===== src/rtl/aud_channel_out.sv =====
// Audio channel output stage: distortion selection against shared polynomial
// counters, optional high-pass on channels 1/2, per-channel volume and a registered sum.
module aud_channel_out (
  input  logic       clk,
  input  logic       reset,
  input  logic       enp,
  input  logic [7:0] D,
  input  logic       Addr1w,
  input  logic       Addr3w,
  input  logic       Addr5w,
  input  logic       Addr7w,
  input  logic       Addr8w,
  input  logic [4:1] Timer,
  input  logic       rstAudPhase,
  output logic [4:1] chBit,
  output logic [5:0] AudOut
);

  logic [4:1][7:0] audc_reg;
  logic [7:0]      audctl_reg;
  logic [3:0]      poly4_reg;
  logic [4:0]      poly5_reg;
  logic [8:0]      poly9_reg;
  logic [16:0]     poly17_reg;
  logic [4:1]      tf_reg;
  logic            hp1_reg;
  logic            hp2_reg;
  logic [5:0]      aud_out_reg;

  logic [4:1]      wr;
  logic [4:1]      tf_next;
  logic [4:1][5:0] lvl;
  logic            poly_n;
  logic [5:0]      sum_next;

  assign wr     = {Addr7w, Addr5w, Addr3w, Addr1w};
  assign poly_n = audctl_reg[7] ? poly9_reg[0] : poly17_reg[0];

  assign chBit[1] = audctl_reg[2] ? (tf_reg[1] ^ hp1_reg) : tf_reg[1];
  assign chBit[2] = audctl_reg[1] ? (tf_reg[2] ^ hp2_reg) : tf_reg[2];
  assign chBit[3] = tf_reg[3];
  assign chBit[4] = tf_reg[4];

  // Per-channel tone decision and volume gating; poly outputs are the pre-shift values.
  for (genvar gi = 1; gi <= 4; gi++) begin : g_chan
    assign tf_next[gi] = (!audc_reg[gi][7] && !poly5_reg[0]) ? tf_reg[gi] :
                         audc_reg[gi][5] ? ~tf_reg[gi] :
                         audc_reg[gi][6] ? poly4_reg[0] : poly_n;
    assign lvl[gi] = (audc_reg[gi][4] | chBit[gi]) ? {2'b00, audc_reg[gi][3:0]} : 6'd0;
  end

  assign sum_next = lvl[1] + lvl[2] + lvl[3] + lvl[4];

  always_ff @(posedge clk) begin
    if (reset) begin
      audc_reg    <= '0;
      audctl_reg  <= '0;
      poly4_reg   <= '0;
      poly5_reg   <= '0;
      poly9_reg   <= '0;
      poly17_reg  <= '0;
      tf_reg      <= '0;
      hp1_reg     <= 1'b0;
      hp2_reg     <= 1'b0;
      aud_out_reg <= '0;
    end else if (enp) begin
      for (int i = 1; i <= 4; i++) begin
        if (wr[i]) audc_reg[i] <= D;
      end
      if (Addr8w) audctl_reg <= D;

      // Right-shifting LFSRs with XNOR feedback, so all-zeros is a legal start state.
      poly4_reg  <= {~(poly4_reg[0]  ^ poly4_reg[1]),  poly4_reg[3:1]};
      poly5_reg  <= {~(poly5_reg[0]  ^ poly5_reg[2]),  poly5_reg[4:1]};
      poly9_reg  <= {~(poly9_reg[0]  ^ poly9_reg[4]),  poly9_reg[8:1]};
      poly17_reg <= {~(poly17_reg[0] ^ poly17_reg[5]), poly17_reg[16:1]};

      if (rstAudPhase) begin
        tf_reg  <= '0;
        hp1_reg <= 1'b0;
        hp2_reg <= 1'b0;
      end else begin
        for (int i = 1; i <= 4; i++) begin
          if (Timer[i]) tf_reg[i] <= tf_next[i];
        end
        if (Timer[3]) hp1_reg <= tf_reg[1];
        if (Timer[4]) hp2_reg <= tf_reg[2];
      end

      aud_out_reg <= sum_next;
    end
  end

  assign AudOut = aud_out_reg;

endmodule


===== config.mk =====
export PLATFORM = sky130hd
export DESIGN_NAME = aud_channel_out
export DESIGN_NICKNAME = d
export VERILOG_FILES = /design/src/rtl/aud_channel_out.sv
export SDC_FILE = /design/constraint.sdc
export NUM_CORES = 1
export LEC_CHECK = 0
export BUFFER_PORTS_ARGS = -buffer_cell sky130_fd_sc_hd__buf_2
export CAP_MARGIN = 20
export CORE_MARGIN = 4
export CORE_UTILIZATION = 30
export DETAILED_ROUTE_END_ITERATION = 8
export PLACE_DENSITY_LB_ADDON = 0.08
export SLEW_MARGIN = 20
export SYNTH_ARGS = -nofsm -noshare
export SYNTH_HDL_FRONTEND = slang
export SYNTH_SLANG_ARGS = --single-unit

===== constraint.sdc =====
create_clock -name clk -period 4.1 [get_ports clk]
set_input_delay 0.205 -clock clk [delete_from_list [all_inputs] [get_ports clk]]
set_output_delay 0.205 -clock clk [all_outputs]
set_load 0.005 [all_outputs]

Word level (Yosys, flattened, before mapping)

Cells that the tools add are included.

Add/subtract/negate cells: 3
Eq/ne operators: 4
Multiplexer cells: 28
Bitwise operators: 18
Reductions and logical operators: 24

Operators by type and width:

| cell                                         | count |
|---|---|
| 1-bit 2-to-1 mux                             | 23 |
| 4-bit 2-to-1 mux                             | 5 |
| 2-bit AND reduction                          | 7 |
| 3-bit AND reduction                          | 4 |
| 2-bit inequality test, second input constant | 4 |
| 1-bit NOT                                    | 8 |
| 2-bit nonzero test                           | 4 |
| 5-bit by 4-bit adder with 6-bit output       | 1 |
| 6-bit by 4-bit adder with 6-bit output       | 1 |
| 1-bit bitwise XOR                            | 6 |
| 4-bit by 4-bit adder with 5-bit output       | 1 |
| 1-bit logical NOT                            | 5 |
| 1-bit logical AND                            | 4 |
| 1-bit OR                                     | 4 |

Register bits after elaboration: 87
Bits of input ports: 21

Logic depth before layout (Yosys ltp)

Gate-level depths: netlist of the first run.

Depth after elaboration: 7
Depth in mapped cells: 11
Depth with buffers taken out: 11

Worst setup path after synthesis of the first run

Ideal clock, no wire load.

Kind: register to register
Start: reg tf_reg[1] in the netlist's numbering
End: reg aud_out_reg[4] (netlist: AudOut[4])
Arrival: 3,004 ps
Required time: 4,018 ps
Setup slack: 1,013 ps
Cell stages (with the launch flop): 12
Clock period less this slack: 3,087 ps
Cells stage by stage: dfxtp_1 and3b_1 nor3_1 nor2b_1 fa_1 inv_1 fa_1 inv_1 ha_1 a21o_1 a2111o_1 o221ai_1

Longest elaborated chain between the ends: 7

Ends and longest elaborated chain:

| what                                     | line | source |
|---|---|---|
| from (decl)                              | 25   | `logic [4:1] tf_reg;` |
| from (signal, indexed assignment)        | 84   | `if (Timer[i]) tf_reg[i] <= tf_next[i];` |
| 1-bit bitwise XOR                        | 39   | `assign chBit[1] = audctl_reg[2] ? (tf_reg[1] ^ hp1_reg) : tf_reg[1];` |
| 1-bit 2-to-1 mux *                       | 39   |  |
| 1-bit OR *                               | 49   | `assign lvl[gi] = (audc_reg[gi][4] \| chBit[gi]) ? {2'b00, audc_reg[gi][3:0]} : 6'd0;` |
| 4-bit 2-to-1 mux *                       | 49   |  |
| 4-bit by 4-bit adder with 5-bit output * | 52   | `assign sum_next = lvl[1] + lvl[2] + lvl[3] + lvl[4];` |
| 5-bit by 4-bit adder with 6-bit output * | 52   |  |
| 6-bit by 4-bit adder with 6-bit output * | 52   |  |
| to (signal assigned)                     | 90   | `aud_out_reg <= sum_next;` |
| to (decl)                                | 28   | `logic [5:0] aud_out_reg;` |

Mark *: on every way between the ends. The rest lies on a longest branch, timed or not.
A chain may end at the register's enable or synchronous reset.

Worst setup path after layout of the first run

Start: reg tf_reg[1] in the netlist's numbering
End: reg aud_out_reg[5] (netlist: AudOut[5])

Same word-level chain as after synthesis.

==> impl_metrics.json, run 1 <==
{
  "reg2reg_to": "AudOut[5]",
  "swShare_pct": 23.4,
  "cts_tree": "built",
  "max_freq_mhz": 297,
  "ys_top_cells_by_area": "dfxtp_1 45%, mux2i_1 10%, a21oi_1 5.1%, nand3_1 4.8%, nand2_1 4.6%",
  "drt_iter0_drc": 197,
  "ys_seq_area_share_pct": 45.1,
  "path_clk_slew_ns": 0.06,
  "wl_per_cell_um": 14.9,
  "powerDensity_nw_per_um2": 427,
  "rrSetupSlack_ns": 0.73,
  "cts-hold-fix-buffers": 0,
  "peakVddDrop_mv": 0.214,
  "fin_crit_sh_pct": 82.1,
  "yosys.area.top_type_share_pct": 45.1,
  "grt_max_degree": 52,
  "chipWidth_um": 118,
  "rsz0062_at_grt": "false",
  "worst-r2r-cell-count": 11,
  "synthesis.area_um2": 3640,
  "worstPathArrival_ns": 3.60,
  "cts_resized": 0,
  "start_util_pct": 31.2,
  "syn_nets": 438,
  "pre_cts_slack_ns": 0.739,
  "fin_crit_ns": 3.37,
  "p_clk_share_pct": 45.7,
  "maxUsedRoutingLayer": "met4",
  "critPathKind": "reg2reg",
  "r2r-start": "tf_reg[1]",
  "fp-row-count": 39,
  "layout.nets": 456,
  "slew_headroom_pct": 34.5,
  "htreeDepth": 3,
  "yosys_warnings": 0,
  "die-height_um": 118,
  "wl_met1_um": 4290,
  "synth.avg_cell_area_um2": 9.00,
  "ant_nets": 0,
  "synthCells": 404,
  "insertion_delay_ns": 0.34,
  "largest_register_ffs": 32,
  "dr_wl_met3_um": 429,
  "wl_met2_um": 3680,
  "combPwrFrac_pct": 7.2,
  "dpl.hpwl_um": 5850,
  "holdPathStages": 3,
  "cts_buffer_depth": 2,
  "numCtsBuffers": 9,
  "ys.flop_type": "dfxtp_1",
  "hold_viol_final": 0,
  "drive_gt1_share_pct": 13.3,
  "maxCapViolCount": 0,
  "firstDrtPassIters": 6,
  "seqPwrFrac_pct": 47.2,
  "via_per_inst": 4.87,
  "hold_path.startpoint": "Timer[4]",
  "syn_to_final_growth_pct": 14.1,
  "power.leakage_nw": 1.69,
  "track_usage_pct": 12.7,
  "slew_viol_final": 0,
  "crit_fanout": 5,
  "finalSetupTns_ns": 0,
  "fin_ws_ns": 0.733,
  "setup_viol": 0,
  "antenna_found_initial": 0,
  "synth.distinct_cells": 43,
  "drc": 0,
  "p_int_mw": 1.36,
  "status": "completed",
  "worst_pin_slew_ns": 0.982,
  "cts_setup_buffers": 0,
  "synth_edf_count": 0,
  "num-fill-cells": 1214,
  "required_ns": 4.34,
  "cp-start-kind": "register",
  "vias": 2781,
  "clock_skew_ns": 0.00654,
  "place.gp.congestion": 0.767,
  "synth_area_leader_cell": "dfxtp_1",
  "p_sw_mw": 0.415,
  "finalWirelength_um": 8490,
  "worstHoldEndpoint": "hp2_reg",
  "grt_pass1_vias": 2631,
  "end_kind": "register",
  "die_area_um2": 14000,
  "io_pins": 31,
  "cts_sinks": 82,
  "grt_pass1_wl_um": 14000,
  "port-buffer-count": 30,
  "ys_ff_latch": 82,
  "synthArstFlopShare_pct": 0,
  "core_area_um2": 11700,
  "grt-ovfl-total": 0,
  "hp-class": "in2reg",
  "root_buffer": "clkbuf_16"
}
==> Yosys cell counts, types with 2 or more instances <==
| cell type | count |
|---|---|
| a21oi_1 | 37 |
| nor3_1 | 5 |
| a32oi_1 | 2 |
| o311ai_0 | 2 |
| buf_1 | 4 |
| xnor2_1 | 5 |
| fa_1 | 8 |
| ha_1 | 5 |
| buf_6 | 2 |
| nor2_1 | 44 |
| or2_2 | 2 |
| buf_2 | 7 |
| mux2i_1 | 38 |
| o21ai_1 | 2 |
| nor2b_1 | 16 |
| o21ai_0 | 10 |
| or4_1 | 2 |
| nand3_1 | 35 |
| o21a_1 | 2 |
| buf_4 | 5 |
| clkbuf_1 | 8 |
| nand2_1 | 45 |
| or3b_2 | 3 |
| a21boi_0 | 2 |
| and3b_1 | 2 |
| dfxtp_1 | 82 |
| inv_1 | 13 |
==> critical path, stage by stage (launching register included) <==
cell,delay (ns)
dfxtp_1,0.38
and3b_1,0.20
nor3_1,0.35
nor2b_1,0.14
fa_1,0.52
fa_1,0.56
ha_1,0.17
inv_1,0.05
fa_1,0.40
nor2b_1,0.12
o21ai_0,0.08
a311oi_1,0.29
==> stage by stage <==
step                      utilization, %  instance area [um^2]  total power [mW]  cells  hold WS, ns
after floorplan                        -                  3640             0.942    404        0.352
after global placement              33.0                  3850             0.981    554        0.439
after detailed placement            33.0                  3850             0.982    554        0.444
after CTS                           35.6                  4150              1.80    570        0.153
after global routing                35.6                  4150              1.86    570        0.163
final                               35.6                  4150              1.77    571        0.158
==> routing by layer <==
layer / vias to the layer above / global-route usage, %
li1: 1422 / -
met1: 1316 / 17.3
met2: 35 / 18.3
met3: 8 / 5.53
met4: 0 / 3.52
met5: - / 0
==> cells in the final DEF, fill, tap and decap left out, types with 2 or more instances in the layout <==
master      n
a21oi_1    37
o21a_1      2
clkbuf_16   9
o311ai_0    2
clkbuf_1    2
buf_4       4
inv_1      13
ha_1        5
nor2_1     44
dfxtp_1    82
nand2_1    45
nor3_1      5
xnor2_1     5
a21boi_0    2
or2_2       2
a32oi_1     2
nand3_1    35
and3b_1     2
o21ai_0    10
mux2i_1    38
o21ai_1     2
buf_2      29
or3b_2      3
fa_1        8
nor2b_1    16
or4_1       2
==> final cells by class <==
class	instances	area [um^2]	share of cell area [%]
Antenna cell	1	2.50	0.0603
Multi-Input combinational cell	283	1810	43.5
Tap cell	143	179	4.31
Timing Repair Buffer	33	175	4.22
Clock inverter	4	51.3	1.24
Sequential cell	82	1640	39.5
Inverter	13	48.8	1.18
Clock buffer	12	246	5.94
==> power by group through the flow <==
stage | combinational (mW) | sequential (mW) | clock (mW)
floorplan | 0.0921 | 0.850 | 0
global placement | 0.128 | 0.853 | 0
detailed placement | 0.129 | 0.854 | 0
CTS | 0.129 | 0.836 | 0.839
global route | 0.143 | 0.839 | 0.875
finish | 0.127 | 0.836 | 0.809
==> how the worst max path moves through the flow <==
stage / startpoint / to / slack (ns) / cells after the start
4_1_cts: tf_reg[1] / AudOut[5] / 0.71 / 11
3_5_place_dp: tf_reg[1] / AudOut[4] / 0.74 / 11
5_1_grt: tf_reg[1] / AudOut[5] / 0.46 / 11
6_report: tf_reg[1] / AudOut[5] / 0.73 / 11
2_1_floorplan: tf_reg[1] / AudOut[4] / 1.01 / 11
3_3_place_gp: tf_reg[2] / AudOut[5] / 0.80 / 11
==> logic make-up (layout without fill, tap and decap cells) <==
family / count (synthesis) / in the layout / synth area share (%)
multiplexers: 39 / 39 / 10.8
buffers and inverters: 39 / 62 / 5.19
other: 0 / 1 / 0
AND/OR/NAND/NOR: 160 / 160 / 20.7
flip-flops: 82 / 82 / 45.1
adder cells (fa/ha/maj): 13 / 13 / 6.12
XOR/XNOR: 5 / 5 / 1.20
AO/OA/AOI/OAI: 66 / 66 / 10.8
(Power assumes the default switching activity.)
==> run 2: changes to the inputs <==
==> constraint.sdc (replaced) <==
create_clock -name clk -period 2.8 [get_ports clk]
set_input_delay 0.14 -clock clk [delete_from_list [all_inputs] [get_ports clk]]
set_output_delay 0.14 -clock clk [all_outputs]
set_load 0.005 [all_outputs]
==> impl_metrics.json, run 2 (synthesis results as in run 1) <==
{
  "fin_crit_sh_pct": 106,
  "worst_pin_slew_ns": 0.889,
  "layout.cells.most_common": "dfxtp_1",
  "core_area_um2": 11700,
  "p_int_mw": 2.11,
  "setup_viol": 3,
  "swShare_pct": 21.9,
  "wl_met1_um": 4190,
  "antenna_found_initial": 0,
  "fin_crit_ns": 2.96,
  "grt_pass1_vias": 2774,
  "peakVddDrop_mv": 0.368,
  "vias": 2805,
  "power.leakage_nw": 1.77,
  "firstDrtPassIters": 4,
  "num-fill-cells": 1202,
  "hold_viol_final": 0,
  "wl_met2_um": 4000,
  "grt-ovfl-total": 0,
  "die_area_um2": 14000,
  "wl_per_cell_um": 14.8,
  "chipWidth_um": 118,
  "dr_wl_met3_um": 342,
  "max_freq_mhz": 338,
  "cts_setup_buffers": 0,
  "place.gp.congestion": 0.768,
  "cts-hold-fix-buffers": 0,
  "grt_max_degree": 47,
  "powerDensity_nw_per_um2": 626,
  "cts_sinks": 82,
  "combPwrFrac_pct": 7.3,
  "drc": 0,
  "largest_register_ffs": 32,
  "finalWirelength_um": 8630,
  "p_clk_share_pct": 47.3,
  "worstPathArrival_ns": 3.21,
  "crit_fanout": 4,
  "fin_ws_ns": -0.158,
  "via_per_inst": 4.83,
  "critPathKind": "reg2reg",
  "start_util_pct": 31.2,
  "rsz0062_at_grt": "true",
  "clock_skew_ns": 0.00416,
  "p_sw_mw": 0.591,
  "seqPwrFrac_pct": 45.4,
  "fp-row-count": 39,
  "slew_viol_final": 0,
  "numCtsBuffers": 9,
  "hp-class": "in2reg",
  "status": "complete, but fails checks",
  "htreeDepth": 3,
  "track_usage_pct": 13.0,
  "ant_nets": 0,
  "slew_headroom_pct": 40.8,
  "violations": "setup timing",
  "die-height_um": 118,
  "maxUsedRoutingLayer": "met4",
  "layout.nets": 467,
  "cts_tree": "built",
  "insertion_delay_ns": 0.34,
  "report.power.total_mw": 2.70,
  "cp-start-kind": "register",
  "end_kind": "register",
  "required_ns": 3.05,
  "final_cell_mix": "79 x dfxtp_1, 45 x nand2_1, 44 x nor2_1",
  "drive_gt1_share_pct": 18.3,
  "finalSetupTns_ns": -0.375,
  "dpl.hpwl_um": 5950,
  "grt_pass1_wl_um": 14400,
  "port-buffer-count": 30,
  "drt_iter0_drc": 161,
  "postLayoutCoreUtil_pct": 36.9,
  "root_buffer": "clkbuf_16",
  "path_clk_slew_ns": 0.06,
  "cts_buffer_depth": 2,
  "maxCapViolCount": 0,
  "io_pins": 31,
  "syn_to_final_growth_pct": 18.4
}
[run 2: what timing repair did]
action                     CTS  global route
setup endpoints to repair    4             4
gates resized for setup     10             3
pin swaps                    6             1
[run 2: area by class of cell]
| class | count | area (um^2) | share of cell area [%] |
|---|---|---|---|
| Multi-Input combinational cell | 283 | 1850 | 42.9 |
| Sequential cell | 82 | 1650 | 38.2 |
| Timing Repair Buffer | 44 | 262 | 6.07 |
| Clock buffer | 13 | 260 | 6.04 |
| Tap cell | 143 | 179 | 4.15 |
| Clock inverter | 2 | 60.1 | 1.39 |
| Inverter | 13 | 48.8 | 1.13 |
| Antenna cell | 1 | 2.50 | 0.0581 |
[run 2: worst max-delay path: stages, from the launching register on]
cell and delay (ns):
dfxtp_2 0.33, and3b_2 0.23, nor3_4 0.25, nor2b_2 0.08, fa_1 0.52, inv_2 0.04
fa_1 0.47, buf_6 0.14, fa_2 0.39, nor2b_1 0.12, o21ai_1 0.07, a311oi_1 0.24
[run 2: power groups by stage]
stage                     Combinational, mW  Clock [mW]  Sequential (mW)
final                                 0.196        1.28             1.22
after detailed placement              0.196           0             1.25
after global routing                  0.220        1.38             1.23
after CTS                             0.199        1.33             1.22
after floorplan                       0.135           0             1.24
after global placement                0.196           0             1.25
[run 2: final timing paths]
check / cells past startpoint / slack [ns] / to / startpoint
min: 3 / 0.10 / audctl_reg[2] / Addr8w
min reg2reg: 2 / 0.45 / audc_reg[27] / audc_reg[27]
max reg2reg: 11 / -0.16 / AudOut[5] / tf_reg[2]
max: 11 / -0.16 / AudOut[5] / tf_reg[2]
[run 2: per-stage QoR]
stage	hold WS, ns	cells	worst slack, ns	area (um^2)
finish	0.102	581	-0.158	4310
global placement	0.440	565	-0.158	3950
floorplan	0.287	404	-0.0854	3660
detailed placement	0.446	565	-0.234	3950
CTS	0.0824	580	-0.181	4300
global route	0.0939	580	-0.325	4300
[run 2: per-layer routing]
layer  up-vias  GRT usage [%]
li1       1442              -
met1      1320           16.2
met2        34           20.6
met3         9           5.09
met4         0           4.10
met5         -              0
==> run 3: changes to the inputs <==
--- a/config.mk
+++ b/config.mk
@@ -10,6 +10,7 @@
 export CORE_MARGIN = 4
 export CORE_UTILIZATION = 30
 export DETAILED_ROUTE_END_ITERATION = 8
+export MAX_ROUTING_LAYER = met4
 export PLACE_DENSITY_LB_ADDON = 0.08
 export SLEW_MARGIN = 20
 export SYNTH_ARGS = -nofsm -noshare
==> impl_metrics.json, run 3 (synthesis results as in run 1) <==
{
  "worst_pin_slew_ns": 0.883,
  "reg2reg_to": "AudOut[5]",
  "core_area_um2": 11700,
  "num-fill-cells": 1202,
  "rsz0062_at_grt": "true",
  "multi_input_area_um2": 1850,
  "chipWidth_um": 118,
  "grt_max_degree": 47,
  "fin_crit_sh_pct": 106,
  "setup_viol": 3,
  "final_area_um2": 4310,
  "end_kind": "register",
  "crit_top_cell": "fa_1",
  "violations": "setup timing",
  "critPathKind": "reg2reg",
  "dpl-instance-area_um2": 3950,
  "insertion_delay_ns": 0.34,
  "fin_ws_ns": -0.159,
  "hold_viol_final": 0,
  "fin_crit_ns": 2.96,
  "report.power.total_mw": 2.70,
  "slew_viol_final": 0,
  "cts_tree": "built",
  "via_per_inst": 4.80,
  "drt_iter0_drc": 154,
  "syn_to_final_growth_pct": 18.4,
  "peakVddDrop_mv": 0.368,
  "vias": 2789,
  "maxCapViolCount": 0,
  "r2r-start": "tf_reg[2]",
  "p_clk_share_pct": 47.3,
  "setup.worst_path.end": "AudOut[5]",
  "firstDrtPassIters": 4,
  "layout.cells.most_common": "dfxtp_1",
  "cts-hold-fix-buffers": 0,
  "rrSetupSlack_ns": -0.16,
  "p_sw_mw": 0.591,
  "hp-class": "in2reg",
  "antenna_found_initial": 0,
  "ant_nets": 0,
  "seqPwrFrac_pct": 45.4,
  "largest_register_ffs": 32,
  "p_int_mw": 2.11,
  "postLayoutCoreUtil_pct": 36.9,
  "path_cells": "and3b_2 > nor3_4 > nor2b_2 > fa_1 > inv_2 > fa_1 > buf_6 > fa_2 > nor2b_1 > o21ai_1 > a311oi_1",
  "cts_setup_buffers": 0,
  "io_pins": 31,
  "fp-row-count": 39,
  "seq_area_um2": 1650,
  "die_area_um2": 14000,
  "wl_per_cell_um": 14.8,
  "swShare_pct": 21.9,
  "worst_hold_slack_ns": 0.101,
  "drive_gt1_share_pct": 18.3,
  "cp-start-kind": "register",
  "cp-startpoint": "tf_reg[2]",
  "combPwrFrac_pct": 7.3,
  "grt_pass1_wl_um": 14300,
  "power.leakage_nw": 1.77,
  "required_ns": 3.05,
  "drc": 0,
  "clock_skew_ns": 0.00293,
  "finalSetupTns_ns": -0.376,
  "htreeDepth": 3,
  "port-buffer-count": 30,
  "cts_sinks": 82,
  "numCtsBuffers": 9,
  "max_freq_mhz": 338,
  "final_cell_mix": "79 x dfxtp_1, 45 x nand2_1, 44 x nor2_1",
  "layout.nets": 467,
  "worst-r2r-cell-count": 11,
  "path_clk_slew_ns": 0.06,
  "grt-ovfl-total": 0,
  "grt_pass1_vias": 2773,
  "finalWirelength_um": 8620,
  "worstPathArrival_ns": 3.21,
  "place.gp.congestion": 0.778,
  "root_buffer": "clkbuf_16",
  "die-height_um": 118,
  "slew_headroom_pct": 41.1,
  "powerDensity_nw_per_um2": 626,
  "cp_slowest_cell": "fa_1",
  "crit_path_max_incr_delay_ns": 0.52,
  "status": "complete, but fails checks",
  "track_usage_pct": 13.3,
  "cts_buffer_depth": 2,
  "dpl.hpwl_um": 5950,
  "crit_fanout": 4,
  "start_util_pct": 31.2
}
==> run 3: critical path, delay by kind of cell, from the launching register on <==
kind / cells / cell delay (ns)
adder cells (fa/ha/maj): 3 / 1.38
buffers and inverters: 2 / 0.18
AO/OA/AOI/OAI: 2 / 0.31
flip-flops: 1 / 0.33
AND/OR/NAND/NOR: 4 / 0.68
==> run 3: worst min path at each step <==
stage,from,end,slack [ns],cells after the start
after floorplan,D[3],audc_reg[11],0.29,2
after global placement,audc_reg[27],audc_reg[27],0.44,2
after detailed placement,audc_reg[0],audc_reg[0],0.45,2
after CTS,Addr8w,audctl_reg[1],0.08,3
after global routing,Addr8w,audctl_reg[1],0.09,3
final,Addr8w,audctl_reg[2],0.10,3
==> run 3: area by class of cell <==
type / count / area share [%]
clock inverters: 2 / 1.39
flip-flops and latches: 82 / 38.2
repair buffers: 44 / 6.07
diodes: 1 / 0.0581
inverters: 13 / 1.13
well taps: 143 / 4.15
multi-input cells: 283 / 42.9
clock buffers: 13 / 6.04
==> run 3: layer usage <==
layer,vias to the layer above,track usage [%],routed length [um]
met5,-,-,0
met4,0,4.10,104
met3,10,5.09,454
met2,44,20.6,3960
met1,1290,16.1,4100
li1,1445,-,-
==> run 3: through the flow <==
step,setup slack (ns),cells
after CTS,-0.181,580
after global placement,-0.158,565
after global routing,-0.324,580
after floorplan,-0.0854,404
final,-0.159,581
after detailed placement,-0.234,565
==> run 3: power groups by stage <==
| stage | Clock (mW) | Sequential [mW] | Combinational [mW] |
|---|---|---|---|
| floorplan | 0 | 1.24 | 0.135 |
| global placement | 0 | 1.25 | 0.196 |
| detailed placement | 0 | 1.25 | 0.196 |
| CTS | 1.33 | 1.22 | 0.199 |
| global route | 1.38 | 1.23 | 0.220 |
| finish | 1.28 | 1.23 | 0.196 |
==> run 3: repair_timing <==
action	CTS	global route
pin swaps	6	1
gates resized for setup	10	3
setup endpoints to repair	4	4
